File: config.mk
export PLATFORM = sky130hd
export DESIGN_NAME = data_mem_hs
export DESIGN_NICKNAME = d
export VERILOG_FILES = /design/src/rtl/data_mem_hs.sv
export SDC_FILE = /design/constraint.sdc
export NUM_CORES = 2
export LEC_CHECK = 0
export ABC_AREA = 0
export CORE_ASPECT_RATIO = 0.5
export CORE_UTILIZATION = 30
export DETAILED_ROUTE_END_ITERATION = 8
export HOLD_SLACK_MARGIN = 0.12
export PLACE_DENSITY = 0.47
export SYNTH_ARGS = -nofsm -noshare
export SYNTH_HDL_FRONTEND = slang
export SYNTH_SLANG_ARGS = --single-unit
File: constraint.sdc
create_clock -name clk -period 6.4 [get_ports clk]
set_clock_uncertainty 0.1 [all_clocks]
set_input_delay 0.96 -clock clk [delete_from_list [all_inputs] [get_ports clk]]
set_output_delay 0.96 -clock clk [all_outputs]
set_load 0.02 [all_outputs]
File: src/rtl/data_mem_hs.sv
// data_mem_hs: handshaked data memory for the RISC-V load/store unit.
// One request per cycle over valid/ready, response one cycle after acceptance,
// held stable under back-pressure. Byte-lane RAM with per-byte write enables.
// Misaligned accesses and illegal funct3 encodings return rsp_err with no side
// effect. Optional build macro DMEM_BOUNDS_CHECK_EN: addresses at or above
// MEM_DEPTH*NBYTES are rejected instead of wrapping onto low rows.
module data_mem_hs #(
  parameter int DATA_WIDTH = 32,
  parameter int ADDR_WIDTH = 32,
  parameter int MEM_DEPTH  = 64
) (
  input  logic                  clk,
  input  logic                  rst_n,
  input  logic                  req_valid,
  output logic                  req_ready,
  input  logic                  req_we,
  input  logic [2:0]            req_funct3,
  input  logic [ADDR_WIDTH-1:0] req_addr,
  input  logic [DATA_WIDTH-1:0] req_wdata,
  output logic                  rsp_valid,
  input  logic                  rsp_ready,
  output logic [DATA_WIDTH-1:0] rsp_rdata,
  output logic                  rsp_err
);

  localparam int NBYTES = DATA_WIDTH / 8;
  localparam int OFF    = $clog2(NBYTES);
  localparam int IDX_W  = $clog2(MEM_DEPTH);

  typedef enum logic {
    IDLE = 1'b0,
    RESP = 1'b1
  } state_t;

  // Request decode
  logic [1:0]            size;
  logic [OFF-1:0]        lane_off;
  logic [IDX_W-1:0]      row_idx;
  logic                  f3_bad;
  logic                  misaligned;
  logic                  out_of_range;
  logic                  req_err;
  logic                  accept;
  logic                  wr_en;
  logic                  rd_en;
  logic [3:0]            acc_bytes;
  logic [NBYTES-1:0]     byte_en;
  logic [DATA_WIDTH-1:0] wdata_lane;
  logic [DATA_WIDTH-1:0] rd_row;

  // Response state
  state_t                state;
  logic                  err_q;
  logic                  load_q;
  logic                  unsgn_q;
  logic [1:0]            size_q;
  logic [OFF-1:0]        off_q;

  // Load extraction
  logic [DATA_WIDTH-1:0] field;
  logic [DATA_WIDTH-1:0] mask;
  logic [DATA_WIDTH-1:0] ext;
  logic                  sign_bit;
  int                    bits;

  assign rsp_valid = (state == RESP);
  assign rsp_err   = err_q;
  // A slot frees up in the same cycle the consumer takes the current response.
  assign req_ready = !rsp_valid || rsp_ready;
  assign accept    = req_valid && req_ready;

  // Classify the incoming request: size, lane, row, and any reason to reject it.
  always_comb begin
    size     = req_funct3[1:0];
    lane_off = req_addr[OFF-1:0];
    row_idx  = req_addr[OFF +: IDX_W];

    f3_bad = 1'b0;
    if (req_funct3 == 3'b111) f3_bad = 1'b1;
    if (req_we && req_funct3[2]) f3_bad = 1'b1;
    if ((DATA_WIDTH == 32) && (req_funct3[1:0] == 2'b11)) f3_bad = 1'b1;
    if ((DATA_WIDTH == 32) && (req_funct3 == 3'b110)) f3_bad = 1'b1;

    case (size)
      2'b00:   misaligned = 1'b0;
      2'b01:   misaligned = req_addr[0];
      2'b10:   misaligned = |req_addr[1:0];
      default: misaligned = |req_addr[2:0];
    endcase

`ifdef DMEM_BOUNDS_CHECK_EN
    out_of_range = (req_addr >> (OFF + IDX_W)) != '0;
`else
    out_of_range = 1'b0;
`endif

    req_err = f3_bad || misaligned || out_of_range;
  end

  assign acc_bytes  = 4'd1 << size;
  assign wdata_lane = req_wdata << {lane_off, 3'b000};
  // rst_n gate keeps the RAM untouched while the block is held in reset.
  assign wr_en      = accept && req_we && !req_err && rst_n;
  assign rd_en      = accept && !req_we && !req_err && rst_n;

  genvar gi;
  generate
    for (gi = 0; gi < NBYTES; gi++) begin : g_lane
      logic [7:0] mem [MEM_DEPTH];
      logic [7:0] rd_byte;

      assign byte_en[gi] = (gi >= int'(lane_off)) &&
                           (gi < int'(lane_off) + int'(acc_bytes));
      assign rd_row[gi*8 +: 8] = rd_byte;

      // Byte-lane RAM: enabled write of this lane, registered read of the row.
      always_ff @(posedge clk) begin
        if (wr_en && byte_en[gi]) begin
          mem[row_idx] <= wdata_lane[gi*8 +: 8];
        end
        if (rd_en) begin
          rd_byte <= mem[row_idx];
        end
      end
    end
  endgenerate

  // Response FSM: capture each accepted request's outcome, hold it until consumed.
  always_ff @(posedge clk or negedge rst_n) begin
    if (!rst_n) begin
      state   <= IDLE;
      err_q   <= 1'b0;
      load_q  <= 1'b0;
      unsgn_q <= 1'b0;
      size_q  <= 2'b00;
      off_q   <= '0;
    end else begin
      case (state)
        IDLE: begin
          if (accept) begin
            state   <= RESP;
            err_q   <= req_err;
            load_q  <= !req_we && !req_err;
            unsgn_q <= req_funct3[2];
            size_q  <= size;
            off_q   <= lane_off;
          end
        end
        RESP: begin
          if (rsp_ready) begin
            if (accept) begin
              err_q   <= req_err;
              load_q  <= !req_we && !req_err;
              unsgn_q <= req_funct3[2];
              size_q  <= size;
              off_q   <= lane_off;
            end else begin
              state  <= IDLE;
              err_q  <= 1'b0;
              load_q <= 1'b0;
            end
          end
        end
        default: state <= IDLE;
      endcase
    end
  end

  // Shift the addressed field down and sign- or zero-extend it to full width.
  always_comb begin
    field = rd_row >> {off_q, 3'b000};
    bits  = 8 << size_q;
    if (bits >= DATA_WIDTH) begin
      mask     = '1;
      sign_bit = 1'b0;
    end else begin
      mask     = ~({DATA_WIDTH{1'b1}} << bits);
      sign_bit = field[bits-1];
    end
    ext = field & mask;
    if (!unsgn_q && sign_bit) begin
      ext = ext | ~mask;
    end
    rsp_rdata = load_q ? ext : '0;
  end

endmodule

==> summary.md <==
| Metric | Value |
|---|---|
| Top cells by count, synth | edfxtp_1, nor2_1, a221oi_1, a22oi_1, o21ai_0 |
| CTS tree | done |
| Htree depth | 4 |
| Post-CTS Setup Repair Bufs | 0 |
| # hold bufs at CTS | 0 |
| Final setup viols | 0 |
| First-pass GRT wire length | 381800 um |
| Root buf cell | clkbuf_16 |
| # IOs | 107 |
| GR Util met3 | 0.04074 |
| Power Total | 28.60 mW |
| Vias per inst | 5.486 |
| Post-synthesis sequential area ratio | 0.7633 |
| Pin count of the biggest net entering global routing | 119 |
| Static leakage | 28.37 nW |
| Post-route setup slack | 1394 ps |
| Avg Cell Area, Syn | 16.12 um2 |
| Violated checks | capacitance limit, slew limit |
| Syn Inst Count | 5092 |
| Starting Density | 0.3024 |
| Ys flop type | edfxtp_1 |
| Tot GR Track Use | 0.1948 |
| Critical Path AT | 3950 ps |
| Drt pass-1 iters | 8 |
| Max Slew Vio Count | 1 |
| Total CTS buffers | 207 |
| Min-Delay Path Class | input pin to async pin |
| Wire per inst | 30.79 um |
| Clock Pin Slew Worst Setup and Hold Paths | 70 ps |
| ANT nets after route | 0 |
| Grt total ovfl | 0 |
| Synth async-reset ratio | 0.003831 |
| Final WL | 276900 um |
| IO Port Bufs | 82 |
| Number of global-route vias before repair | 48199 |
| GR Layer Usage met2 | 0.3085 |
| Core Rows | 135 |
| Hold Fails Final Rpt | 0 |
| Most frequent cell after synthesis | edfxtp_1 |
| Power density over cell area | 303.8 nW/um2 |
| Worst Setup Path Type | register to output pin |
| Worst Path Max Fanout | 27 |
| Syn Nets | 5166 |
| MaxCap Viol Count | 1 |
| Post-synth EDFFs | 2080 |
| RSZ-0062 raised after global routing | false |
| Cell taking the most area after synthesis | edfxtp_1 |
| Post-synthesis cell type count | 61 |
| Sink Count | 2088 |
| Final net count | 5273 |
| Worst slew pin tran | 1472 ps |
| Post-DP HPWL | 174800 um |
| Period utilization | 0.7822 |
| Area growth from synthesis to layout | 14.66% |
| Tmin final | 5006 ps |
| GR peak layer | met2 |
| Post-synthesis instance area | 82090 um2 |
| Met1 usage | 0.2707 |
| Worst Setup End Kind | output pin |
| Initial antenna violation count | 23 |
| Chip Width | 741.8 um |
| Run status | complete, but fails checks |
| YS warnings | 0 |
| FILL cells | 25571 |
| TNS Setup | 0 ps |
| Clk_lat worst skew | 860 ps |
| Slew margin rel. | -0.006662 |
| Die H | 371.9 um |
| DR iter-0 viols | 5823 |
| FF+latch count, synth | 2088 |
| Routability congestion estimate | 0.8307 |
| Synth area leaders | edfxtp_1, a221oi_1, nor2_1 |
| Worst vdd ir | 0.2093 mV |
| Vias | 49336 |
| Post-synth top area share | 0.7609 |
| Crit start category | register |
| Fmax | 199.8 MHz |
| Drt drc | 0 |
| Share of cells above drive strength 1 | 0.1308 |
| Cells resized by post-CTS repair | 0 |
| Die area | 275800 um2 |
| Pre-CTS WS | 927.3 ps |
| Hold Slack | 336.2 ps |
| CTS max path bufs | 4 |
| Core ar. | 271400 um2 |
| Required @ worst endpoint | 5340 ps |
==> kinds of logic after synthesis <==
kind of cell	Yosys count	share of synthesized area
buffers and inverters	405	0.02215
AOI/OAI and AO/OA	1376	0.1205
adders and majority gates	2	0.0003963
muxes	375	0.05027
DFF	2088	0.7633
and+or+nand+nor	846	0.04332
==> stage by stage <==
stage,utilization,std cells,area [um2]
5_1_grt,0.3467,8983,94100
3_3_place_gp,0.3238,8620,87910
3_5_place_dp,0.3238,8620,87910
4_1_cts,0.3466,8981,94090
6_report,0.3468,8993,94120
2_1_floorplan,-,5092,82090
==> worst max-delay path: stages, from the launching register on <==
cell,delay [ps]
dfrtp_1,320
buf_4,340
mux2i_1,400
nor2_1,70
a211oi_1,310
nor3_1,100
o21ai_1,790
nor2_1,150
clkdlybuf4s50_1,610
==> flip-flops by register name, indices dropped and copies added, names as in the netlist <==
| register | cells |
|---|---|
| rsp_valid | 1 |
| rsp_err | 1 |
| unsgn_q | 1 |
| g_lane.mem | 2048 |
| load_q | 1 |
| g_lane.rd_byte | 32 |
| size_q | 2 |
| off_q | 2 |
==> worst paths after layout <==
path | depth (start not counted) | end | startpoint | slack [ps]
setup / recovery | 8 | rsp_rdata[16] | off_q[1] | 1390
hold / removal | 1 | size_q[1] | rst_n | 340
setup reg to reg | 6 | g_lane[1].mem[14][5] | rsp_valid | 2810
hold reg to reg | 2 | rsp_err | rsp_err | 440
max in group asynchronous | 1 | size_q[0] | rst_n | 5550
min in group clk | 2 | rsp_err | rsp_err | 440
==> power by group <==
part	switching [mW]	internal, mW	total, mW	leakage [nW]
Sequential	0.0170	15.1	15.2	18.3
Clock	5.13	6.39	11.5	3.03
Combinational	1.41	0.510	1.92	7.09
Total	6.56	22.0	28.6	28.4
==> placed cells by master (no fill, tap or decap), types with 10 or more instances in the layout <==
cell and count:
a22oi_1 249, a221oi_1 355, o211ai_1 15, nor2b_1 17
and2_2 10, clkbuf_1 50, buf_12 18, a2bb2oi_1 13
a221o_1 73, o21ai_0 227, or3_1 30, a2111oi_0 13
o22ai_1 72, clkbuf_16 210, edfxtp_1 2080, nand2_1 153
clkinv_1 48, a22o_1 22, clkinv_2 31, diode_2 12
mux2i_1 194, mux2_2 132, mux4_2 13, a21oi_1 204
nor2_4 11, or4b_1 13, o221ai_1 29, buf_4 200
a211oi_1 39, nand4_1 19, mux2_1 36, clkdlybuf4s50_1 77
nor2_1 541
==> cell type report <==
class | instances | area [um2] | area share
Timing Repair Buffer | 300 | 2688 | 0.02855
Multi-Input combinational cell | 2599 | 17990 | 0.1912
Sequential cell | 2088 | 62660 | 0.6657
Inverter | 3 | 23.77 | 0.0002526
Antenna cell | 12 | 30.03 | 0.0003190
Tap cell | 3630 | 4542 | 0.04825
Clock buffer | 264 | 5498 | 0.05841
Clock inverter | 97 | 689.4 | 0.007325
==> layer usage <==
metal,vias to the layer above,routed length [um],share of wire
met2,2167,126600,0.46
met3,403,23370,0.084
li1,20797,-,-
met5,-,448,0.0016
met1,25959,118900,0.43
met4,10,7559,0.027
Note: power is estimated with default switching activity, not from simulation.
